## src/rtl/mem_access_stage.sv

```systemverilog
// -----------------------------------------------------------------------------
// mem_access_stage
//   MEM stage of the five-stage MIPS pipeline. Uses the ALU result as a byte
//   address, drives a single-port data memory through a req/ack handshake,
//   steers byte/half/word lanes and sign- or zero-extends loads. mem_stall
//   freezes the pipeline while an access is outstanding.
//
//   FSM: IDLE -> BUSY -> DONE -> IDLE. DONE is a one-cycle "release" state in
//   which the pipeline advances. Because DONE always returns to IDLE, the
//   instruction that just finished is never issued a second time.
//
// Optional feature (macro MEM_ALIGN_CHECK_EN):
//   defined   - misaligned half/word accesses raise mem_misalign for one cycle
//               and issue no memory request.
//   undefined - mem_misalign is absent; irrelevant low address bits are dropped.
//
// Ports:
//   clk, rst            clock (rising edge), asynchronous active-high reset
//   EXE_MEM_Result      byte address from the ALU
//   EXE_MEM_StoreData   store data (rt)
//   MemReadIn/WriteIn   load/store in MEM (both high = store)
//   MemSize             00 byte, 01 half, 1x word
//   MemSignExt          1 = sign-extend byte/half loads
//   dmem_*              data-memory handshake; all request fields registered
//   MEM_Result          registered, extended load data
//   mem_misalign        misaligned-access flag (MEM_ALIGN_CHECK_EN only)
//   mem_stall           1 = hold PC, IF/ID, ID/EX, EX/MEM and MEM/WB
// -----------------------------------------------------------------------------
module mem_access_stage #(
  parameter int ADDR_W = 32
) (
  input  logic              clk,
  input  logic              rst,
  input  logic [ADDR_W-1:0] EXE_MEM_Result,
  input  logic [31:0]       EXE_MEM_StoreData,
  input  logic              MemReadIn,
  input  logic              MemWriteIn,
  input  logic [1:0]        MemSize,
  input  logic              MemSignExt,
  output logic              dmem_req,
  output logic              dmem_we,
  output logic [ADDR_W-1:0] dmem_addr,
  output logic [31:0]       dmem_wdata,
  output logic [3:0]        dmem_be,
  input  logic [31:0]       dmem_rdata,
  input  logic              dmem_ack,
  output logic [31:0]       MEM_Result,
`ifdef MEM_ALIGN_CHECK_EN
  output logic              mem_misalign,
`endif
  output logic              mem_stall
);

  localparam logic [1:0] ST_IDLE = 2'd0;
  localparam logic [1:0] ST_BUSY = 2'd1;
  localparam logic [1:0] ST_DONE = 2'd2;

  logic [1:0]        r_state;
  logic              r_req;
  logic              r_we;
  logic [ADDR_W-1:0] r_addr;
  logic [31:0]       r_wdata;
  logic [3:0]        r_be;
  logic [31:0]       r_result;
  // Load shape is kept for the ack cycle, when EX/MEM may no longer be valid.
  logic              r_is_load;
  logic [1:0]        r_size;
  logic              r_sext;
  logic [1:0]        r_lane;

  logic              w_access;
  logic              w_is_load;
  logic [1:0]        w_a;
  logic [31:0]       w_wdata;
  logic [3:0]        w_be;

  assign w_access  = MemReadIn | MemWriteIn;
  // Read and write both high is treated as a store.
  assign w_is_load = MemReadIn & ~MemWriteIn;
  assign w_a       = EXE_MEM_Result[1:0];

  // Store lane steering: replicate the datum across the word and let the byte
  // enables pick the lanes.
  // NOTE: every signal written in an always_comb gets a default first, so no
  // path can leave it unassigned and infer a latch.
  always_comb begin
    w_wdata = EXE_MEM_StoreData;
    w_be    = 4'b1111;
    case (MemSize)
      2'b00: begin
        w_wdata = {4{EXE_MEM_StoreData[7:0]}};
        w_be    = 4'b0001 << w_a;
      end
      2'b01: begin
        w_wdata = {2{EXE_MEM_StoreData[15:0]}};
        w_be    = w_a[1] ? 4'b1100 : 4'b0011;
      end
      default: ;
    endcase
  end

`ifdef MEM_ALIGN_CHECK_EN
  logic w_misalign;
  logic r_misalign;

  always_comb begin
    w_misalign = 1'b0;
    case (MemSize)
      2'b00:   w_misalign = 1'b0;
      2'b01:   w_misalign = w_a[0];
      default: w_misalign = (w_a != 2'b00);
    endcase
  end

  assign mem_misalign = r_misalign;
`endif

  // Load lane selection and extension from the registered access shape.
  function automatic logic [31:0] f_load_extend(
    input logic [31:0] rdata,
    input logic [1:0]  size,
    input logic        sext,
    input logic [1:0]  lane
  );
    logic [7:0]  b;
    logic [15:0] h;
    case (lane)
      2'd0:    b = rdata[7:0];
      2'd1:    b = rdata[15:8];
      2'd2:    b = rdata[23:16];
      default: b = rdata[31:24];
    endcase
    h = lane[1] ? rdata[31:16] : rdata[15:0];
    case (size)
      2'b00:   f_load_extend = {{24{sext & b[7]}}, b};
      2'b01:   f_load_extend = {{16{sext & h[15]}}, h};
      default: f_load_extend = rdata;
    endcase
  endfunction

  // NOTE: state registers use non-blocking assignments so every flop samples
  // the pre-edge value of every other flop, independent of statement order.
  always_ff @(posedge clk or posedge rst) begin
    if (rst) begin
      r_state   <= ST_IDLE;
      r_req     <= 1'b0;
      r_we      <= 1'b0;
      r_addr    <= '0;
      r_wdata   <= '0;
      r_be      <= '0;
      r_result  <= '0;
      r_is_load <= 1'b0;
      r_size    <= '0;
      r_sext    <= 1'b0;
      r_lane    <= '0;
`ifdef MEM_ALIGN_CHECK_EN
      r_misalign <= 1'b0;
`endif
    end else begin
      case (r_state)
        ST_IDLE: begin
          if (w_access) begin
`ifdef MEM_ALIGN_CHECK_EN
            if (w_misalign) begin
              // Skip the memory entirely; a faulting load returns zero.
              r_misalign <= 1'b1;
              if (w_is_load) r_result <= '0;
              r_state <= ST_DONE;
            end else
`endif
            begin
              r_req     <= 1'b1;
              r_we      <= MemWriteIn;
              r_addr    <= {EXE_MEM_Result[ADDR_W-1:2], 2'b00};
              r_wdata   <= w_wdata;
              r_be      <= w_be;
              r_is_load <= w_is_load;
              r_size    <= MemSize;
              r_sext    <= MemSignExt;
              r_lane    <= w_a;
              r_state   <= ST_BUSY;
            end
          end
        end
        ST_BUSY: begin
          if (dmem_ack) begin
            r_req <= 1'b0;
            if (r_is_load) r_result <= f_load_extend(dmem_rdata, r_size, r_sext, r_lane);
            r_state <= ST_DONE;
          end
        end
        ST_DONE: begin
`ifdef MEM_ALIGN_CHECK_EN
          r_misalign <= 1'b0;
`endif
          r_state <= ST_IDLE;
        end
        default: r_state <= ST_IDLE;
      endcase
    end
  end

  // Stall is combinational in IDLE so the access is held from its first cycle.
  assign mem_stall  = ((r_state == ST_IDLE) & w_access) | (r_state == ST_BUSY);
  assign dmem_req   = r_req;
  assign dmem_we    = r_we;
  assign dmem_addr  = r_addr;
  assign dmem_wdata = r_wdata;
  assign dmem_be    = r_be;
  assign MEM_Result = r_result;

endmodule

```

## config.mk

```make
export PLATFORM = sky130hd
export DESIGN_NAME = mem_access_stage
export DESIGN_NICKNAME = d
export VERILOG_FILES = /design/src/rtl/mem_access_stage.sv
export SDC_FILE = /design/constraint.sdc
export NUM_CORES = 1
export LEC_CHECK = 0
export BUFFER_PORTS_ARGS = -buffer_cell sky130_fd_sc_hd__buf_2
export CAP_MARGIN = 20
export CORE_ASPECT_RATIO = 1.75
export CORE_MARGIN = 4
export CORE_UTILIZATION = 45
export CTS_CLUSTER_SIZE = 8
export DETAILED_ROUTE_END_ITERATION = 12
export PLACE_DENSITY = 0.83
export SYNTH_ARGS = -nofsm -noshare
export SYNTH_HDL_FRONTEND = slang
export SYNTH_SLANG_ARGS = --single-unit
export TNS_END_PERCENT = 50
```

## constraint.sdc

```tcl
create_clock -name clk -period 6.1 [get_ports clk]
set_input_delay 0.61 -clock clk [delete_from_list [all_inputs] [get_ports clk]]
set_output_delay 0.61 -clock clk [all_outputs]
set_load 0.005 [all_outputs]
```

* Word level (Yosys, flattened, before mapping)
Index checks and enable logic that the tools add are counted.
Storage, ports and cells: register bits after elaboration 108, input port bits 104, logic and storage cells 50
Cells by class: eq/ne operators 7, shift-type cells 1, multiplexer cells 15, bitwise gates (word level) 7, reductions and logical operators 9
Operator list (count):
- $pmux 32 s2 | 2
- $mux 8 | 3
- $pmux 8 s3 | 1
- $mux 16 | 1
- $eq 2x1->1 const B | 4
- $logic_not 2->1 | 4
- $pmux 4 s2 | 1
- $reduce_and 3->1 | 2
- $and 1x1->1 | 4
- $mux 2 | 2
- $mux 4 | 1
- $ne 2x2->1 const B | 2
- $pmux 2 s2 | 1
- $reduce_and 2->1 | 2
- $shl 1x2->4 const A | 1
- $eq 2x2->1 const B | 1
- $mux 1 | 2
- $or 1x1->1 | 2
- $pmux 1 s2 | 1
- $reduce_bool 2->1 | 1
- $not 1->1 | 1

* Logic depth before layout (Yosys ltp)
Gate-level depths: netlist (run 1).
depth after elaboration 7, depth in mapped cells 6

* Least setup slack after synthesis (run 1)
No wires, ideal clock.
kind in2out, from input port MemWriteIn, to output port mem_stall, arrival time 1.450 ns, slack 4.040 ns, cell stages on the path 4, path buffers 2, cells stage by stage o21ai_0 -> buf_2 -> clkbuf_1 -> nand2_1
Between the ends: longest elaborated chain between the ends 3
Ends and longest elaborated chain:
- start, declared | line 37 | input logic MemWriteIn,
- $or 1x1->1 | line 77 | assign w_access = MemReadIn | MemWriteIn;
- $and 1x1->1 | line 204 | assign mem_stall = ((r_state == ST_IDLE) & w_access) | (r_state == ST_BUSY);
- $or 1x1->1 | line 204
- end, declared | line 51 | output logic mem_stall
No other way between the ends.

* Worst setup path after layout (run 1)
Same ends and word-level chain as after synthesis.

==> results.md, run 1 <==
- Placer Congestion: around 0.94
- Final WS setup: approximately 3.6 ns
- Total clock sinks: between 100 and 150
- Worst reg-to-reg setup slack: around 3.8 ns
- CP max stage cell: buf_4
- RSZ-0062 raised after global routing: false
- Antenna-violating nets left: 0
- FMAX: between 300 and 400 MHz
- Hold buffers post-CTS: 0
- Pwr dens: ~500 nW/um^2
- Layout cells sized above 1: 0.4412
- Critical Path Fanout Max: 103
- Core Rows: 50
- Placed instance area: 5979 um^2
- Headroom to the max-slew limit: 0.2681
- Ant diodes: 0
- NumNets Final: 745
- Die area: 12780 um^2
- Worst-path clk slew: roughly 0.07 ns
- Post-CTS sizing: 0
- Top-count cell post-synth: dfrtp_1
- R2R cell count: 4
- Async SR Flop Fraction: 1.000
- CP startpoint kind: input port
- CTS Buf Count: 9
- DRC Markers: 0
- Initial Utilization: 0.4616
- Die Y: ~150 um
- Yosys warnings: 0
- Area occupied by multi-input gates: just over 2000 um^2
- Final TNS setup: 0 ns
- Endpoint type of the worst setup path: output port
- Sw Pwr: around 1.1 mW
- H-tree depth: 3
- Combinational Power Share: 0.398
- Synth unique cells: 36
- Top Family by Delay on Critical Path: buffers and inverters
- Synth area leaders: dfrtp_1 55%, mux2_2 12%, mux2i_1 5.5%
- Top-area cell type share of the netlist area: 0.5473
- Post-synth EDFFs: 0
- Final HPWL DP: 10.19 mm
- P&R area growth vs syn: 26.91%
- CP required: 5.49 ns
- Reg area: 2703 um^2
- Final wirelength: between 10 and 15 mm
- Largest net degree at the start of global routing: around 100
- Wirelength per Cell: about 17 um
- Max_cap viols: 0
- Seq pwr share: 0.425
- Clk_lat worst skew: roughly 0.33 ns
- DR iter-0 viols: 125
- Worst r2r dst: MEM_Result[22]
- Mapped cell area: a little under 5000 um^2
- Final setup vio count: 0
- Hold crit path type: in -> async
- Hold_ws: ~0.33 ns
- Peak supply drop: 0.2776 mV
- Remaining global-route overflow: 0
- Worst Tran Pin Value: ~1.1 ns
- Worst path bufs/invs: 3
- Core area: 10700 um^2
- Avg Inst Size Synth: 10.83 um^2
- R2R Path Start: r_lane[1]
- LEAKAGE: just over 3 nW
- CTS max path bufs: 2
- Worst slack, placed: approximately 3.5 ns
- Worst-path cell chain: buf_2, o21ai_4, buf_4, nand2_1, buf_2
- Vias in the first global route: between 4000 and 5000
- Worst path arrival time: 1.91 ns
- Top FF cell, synth: dfrtp_1
- First-pass GRT wire length: roughly 21 mm
- Root buffer cell: clkbuf_16
- Cell internal pwr: just under 2 mW
- Yosys reg bits: ~110
- Overall power: 3.112 mW
- Leading area contributor after synthesis: dfrtp_1
- GRT Util Overall: 0.2097
- Min Tclk post-route: approximately 2.5 ns
- 1st-pass router iterations: 4
- Synth top cells by count: 108 x dfrtp_1, 69 x nand2_1, 54 x mux2_2
- CP dominant cell by count: buf_2
- Final Hold Fails: 0
- Setup CP Type: in -> out
- Clock group share of total power: 0.177
- Initial antenna violation count: 0
- IO Count: roughly 210
- CTS tree: built
- DIE WIDTH: roughly 87 um
- Clock skew: approximately 0.0064 ns
- Via count: 4150
- Pins over their slew limit: 0
- Switching part of the total: 0.3607
- CP peak stage delay: 0.76 ns
- Final Cell Area: ~6300 um^2
- Via density: ~5.3
- Crit share post-route: 0.4134
- Sequential area share after synthesis: 0.5473
- Fillers: between 900 and 1000
- Synth Instances: between 400 and 500
- Port buffer count: ~200
- Post-CTS Setup Bufs: 0
- Status: completed
[state kept, by name, summed over array words and instances, names as in the netlist]
| name | count |
|---|---|
| r_sext | 1 |
| MEM_Result | 32 |
| dmem_req | 1 |
| dmem_be | 4 |
| r_is_load | 1 |
| r_state | 2 |
| r_size | 2 |
| dmem_addr | 30 |
| r_lane | 2 |
| dmem_we | 1 |
| dmem_wdata | 32 |
[kinds of logic (layout without fill, tap and decap cells)]
| logic type | count (synthesis) | count (layout) | synth area share |
|---|---|---|---|
| AO/OA/AOI/OAI | 115 | 115 | 0.1421 |
| buffers and inverters | 41 | 230 | 0.04155 |
| flip-flops | 108 | 108 | 0.5473 |
| multiplexers | 81 | 81 | 0.1779 |
| other | 1 | 2 | 0.0007593 |
| AND/OR/NAND/NOR | 110 | 110 | 0.09045 |
[power by group through the flow]
| stage | clock (mW) | sequential [mW] | combinational, mW |
|---|---|---|---|
| after floorplan | 0 | 1.30 | 0.757 |
| after detailed placement | 0 | 1.33 | 1.26 |
| after global placement | 0 | 1.31 | 1.21 |
| final | 0.552 | 1.32 | 1.24 |
| after global routing | 0.597 | 1.37 | 1.39 |
| after CTS | 0.569 | 1.32 | 1.26 |
[cells in the final DEF (no fill, tap or decap), types with 2 or more instances in the layout]
cell       count
nor2_1        32
nand2_1       69
clkinv_4       3
clkbuf_16      9
conb_1         2
mux2_2        54
nand2b_1       3
o22a_1         8
buf_4          2
o22ai_1        7
mux2i_1       27
o21ai_0       51
a21oi_2        2
a22oi_1        6
buf_2        204
dfrtp_1      108
a21oi_1       29
inv_1          7
[worst max-delay path by stage]
stage	from	endpoint	slack, ns	depth (start not counted)
final	MemWriteIn	mem_stall	3.58	5
after global routing	r_state[0]	mem_stall	3.40	5
after CTS	r_state[1]	mem_stall	3.53	5
after detailed placement	MemWriteIn	mem_stall	3.53	5
after global placement	MemWriteIn	mem_stall	3.57	5
after floorplan	rst	MEM_Result[0]	2.64	1
[layer usage]
| metal | wire length [um] | track usage | share of wire |
|---|---|---|---|
| met1 | 4641 | 0.2318 | 0.35 |
| met2 | 6813 | 0.3687 | 0.52 |
| met3 | 1328 | 0.05872 | 0.10 |
| met4 | 445 | 0.08679 | 0.034 |
| met5 | 0 | 0 | 0 |
[worst reg2reg max path: stages (launching register included)]
cell,delay (ns)
dfrtp_1,0.81
mux2i_1,0.37
nor4_2,0.11
a221oi_4,0.73
a21oi_1,0.16
[per-stage QoR]
| step | instances | util |
|---|---|---|
| 2_1_floorplan | 457 | - |
| 3_3_place_gp | 760 | 0.5589 |
| 3_5_place_dp | 760 | 0.5589 |
| 4_1_cts | 776 | 0.5858 |
| 5_1_grt | 776 | 0.5858 |
| 6_report | 776 | 0.5858 |
[final cells by class]
| class | count | share of cell area |
|---|---|---|
| Clock buffer | 11 | 0.03873 |
| Clock inverter | 5 | 0.007187 |
| Inverter | 8 | 0.005191 |
| Multi-Input combinational cell | 308 | 0.3264 |
| Sequential cell | 108 | 0.4312 |
| Tap cell | 130 | 0.02595 |
| Timing Repair Buffer | 206 | 0.1653 |
Note: power is estimated with default switching activity, not from simulation.
==> run 2, diff against run 1 <==
--- a/config.mk
+++ b/config.mk
@@ -9,7 +9,7 @@
 export CAP_MARGIN = 20
 export CORE_ASPECT_RATIO = 1.75
 export CORE_MARGIN = 4
-export CORE_UTILIZATION = 45
+export CORE_UTILIZATION = 43
 export CTS_CLUSTER_SIZE = 8
 export DETAILED_ROUTE_END_ITERATION = 12
 export PLACE_DENSITY = 0.83
==> constraint.sdc (replaced) <==
create_clock -name clk -period 2.3 [get_ports clk]
set_input_delay 0.23 -clock clk [delete_from_list [all_inputs] [get_ports clk]]
set_output_delay 0.23 -clock clk [all_outputs]
set_load 0.005 [all_outputs]
==> run 2 against run 1 <==
Against the previous run: clock power increased to 2.7 times the previous value; register-to-register slack got worse by 3.4 ns; die area increased by 4.3%; critical path type is now reg -> reg; critical endpoint is now MEM_Result[24].
==> results.md, run 2 (synthesis results as in run 1) <==
- Worst Tran Pin Value: 0.7356 ns (was 1.096 ns)
- Die area: 13330 um^2 (was 12780 um^2)
- GRT Util Overall: 0.2069 (was 0.2097)
- Final Cell Area: 6394 um^2 (was 6267 um^2)
- Busiest grt layer: met2 (unchanged)
- Met1 Use GR: 0.2223 (was 0.2318)
- CTS max path bufs: 2 (unchanged)
- Ant diodes: 0 (unchanged)
- LEAKAGE: 3.159 nW (was 3.089 nW)
- Total clock sinks: 108 (unchanged)
- Critical path origin: r_lane[1] (was MemWriteIn)
- CP startpoint kind: register (was input port)
- R2R cell count: 4 (unchanged)
- Critical Path Fanout Max: 16 (was 103)
- CP required: 2.48 ns (was 5.49 ns)
- Crit share post-route: 0.8254
- RSZ-0062 raised after global routing: false (unchanged)
- Final setup vio count: 0 (unchanged)
- Commonest non-fill, non-tap cell in the layout: buf_2 (unchanged)
- Worst setup path end: MEM_Result[24] (was mem_stall)
- Min Tclk post-route: around 1.9 ns
- M2 GR Usage: 0.3813 (was 0.3687)
- Clock skew: 0.005258 ns (was 0.006448 ns)
- Antenna-violating nets left: 0 (unchanged)
- Fillers: 951 (was 922)
- Endpoint type of the worst setup path: register (was output port)
- Vias in the first global route: 4482 (was 4413)
- FMAX: between 500 and 600 MHz
- Core Rows: 51 (was 50)
- CTS tree: built (unchanged)
- Final WS setup: 0.4016 ns (was 3.578 ns)
- DR iter-0 viols: 166 (was 125)
- Final wirelength: 13.88 mm (was 13.23 mm)
- Clk_lat worst skew: 0.34 ns (was 0.33 ns)
- CTS Buf Count: 9 (unchanged)
- Placed instance area: 6098 um^2 (was 5979 um^2)
- First-pass GRT wire length: 21.49 mm (was 21.39 mm)
- Post-placement cell count: 774 (was 760)
- Layout cells sized above 1: 0.4529 (was 0.4412)
- Pwr dens: 1323 nW/um^2 (was 496.6 nW/um^2)
- Remaining global-route overflow: 0 (unchanged)
- Final TNS setup: 0 ns (unchanged)
- Hold crit path type: in -> async (unchanged)
- Finished Layout Cells: 790 (was 776)
- Via density: 5.278 (was 5.348)
- Pins over their slew limit: 0 (unchanged)
- Fin util: 0.5725 (was 0.5858)
- Worst path arrival time: 2.08 ns (was 1.91 ns)
- Port buffer count: 204 (unchanged)
- R2R Path Start: r_lane[1] (unchanged)
- Commonest cells after routing, fill and taps aside: 204 x buf_2, 108 x dfrtp_1, 69 x nand2_1 (unchanged)
- DRC Markers: 0 (unchanged)
- P&R area growth vs syn: 29.47% (was 26.91%)
- DIE WIDTH: 89.01 um (was 87.19 um)
- Worst r2r dst: MEM_Result[24] (was MEM_Result[22])
- Worst reg-to-reg setup slack: 0.40 ns (was 3.76 ns)
- Post-CTS Setup Bufs: 0 (unchanged)
- Worst slack, placed: 0.4456 ns (was 3.533 ns)
- Grt met3 use: 0.03802 (was 0.05872)
- Worst-path clk slew: 0.07 ns (about the same)
- Max_cap viols: 0 (unchanged)
- Core area: 11170 um^2 (was 10700 um^2)
- Initial Utilization: 0.4422 (was 0.4616)
- Die Y: 149.8 um (was 146.6 um)
- Headroom to the max-slew limit: 0.5096 (was 0.2681)
- Setup CP Type: reg -> reg (was in -> out)
- NumNets Final: 757 (was 745)
- Initial antenna violation count: 0 (unchanged)
- Largest net degree at the start of global routing: 109 (was 104)
- Via count: 4170 (was 4150)
- Hold buffers post-CTS: 0 (unchanged)
- Overall power: 8.460 mW (was 3.112 mW)
- H-tree depth: 3 (unchanged)
- Final Hold Fails: 0 (unchanged)
- 1st-pass router iterations: 6 (was 4)
- Placer Congestion: 0.9329 (was 0.9361)
- Peak supply drop: 0.6860 mV (was 0.2776 mV)
- Hold_ws: 0.04329 ns (was 0.3311 ns)
- Wirelength per Cell: 17.57 um (was 17.05 um)
- Final HPWL DP: 10.80 mm (was 10.19 mm)
- Root buffer cell: clkbuf_16 (unchanged)
- IO Count: 207 (unchanged)
- Status: completed (unchanged)
- Post-CTS sizing: 0 (unchanged)
## run 2: cell count changes in the layout (fill, tap and decap cells not counted), moves of 2 or more
cell	delta
buf_12	+2
buf_4	+10
clkinv_4	-2
inv_6	+3
## run 2: final cells by class
type / instances / area, um^2 / share of cell area
repair buffers: 218 / 1151 / 0.1800
multi-input cells: 308 / 2046 / 0.3200
well taps: 132 / 165.2 / 0.02583
inverters: 8 / 33.78 / 0.005284
flip-flops and latches: 108 / 2703 / 0.4227
clock inverters: 5 / 42.54 / 0.006654
clock buffers: 11 / 252.7 / 0.03953
## run 2: worst min path at each step
stage                                end        from  cells past startpoint  slack, ns
after floorplan                r_is_load  MemWriteIn                      1       0.32
after global placement    dmem_wdata[23]         rst                      3       0.43
after detailed placement  dmem_wdata[27]         rst                      3       0.45
after CTS                 dmem_wdata[21]         rst                      3       0.07
after global routing           r_is_load  MemWriteIn                      2       0.11
final                     MEM_Result[11]         rst                      3       0.04
## run 2: per-layer routing
| metal | share of wire | wire [um] | up-vias |
|---|---|---|---|
| met1 | 0.35 | 4890 | 1992 |
| met4 | 0.029 | 403 | 0 |
| li1 | - | - | 1971 |
| met3 | 0.072 | 1006 | 28 |
| met2 | 0.55 | 7583 | 179 |
| met5 | 0 | 0 | - |
## run 2: where the power goes
| group | switching, mW | internal (mW) | total (mW) |
|---|---|---|---|
| clock network | 0.697 | 0.808 | 1.51 |
| registers | 0.532 | 2.85 | 3.38 |
| logic | 1.82 | 1.75 | 3.57 |
## run 2: worst max-delay path, stage by stage (launching register included)
cell	delay [ns]
dfrtp_1	0.45
mux2i_1	0.34
nor4_2	0.11
a221oi_4	0.68
a21oi_1	0.17
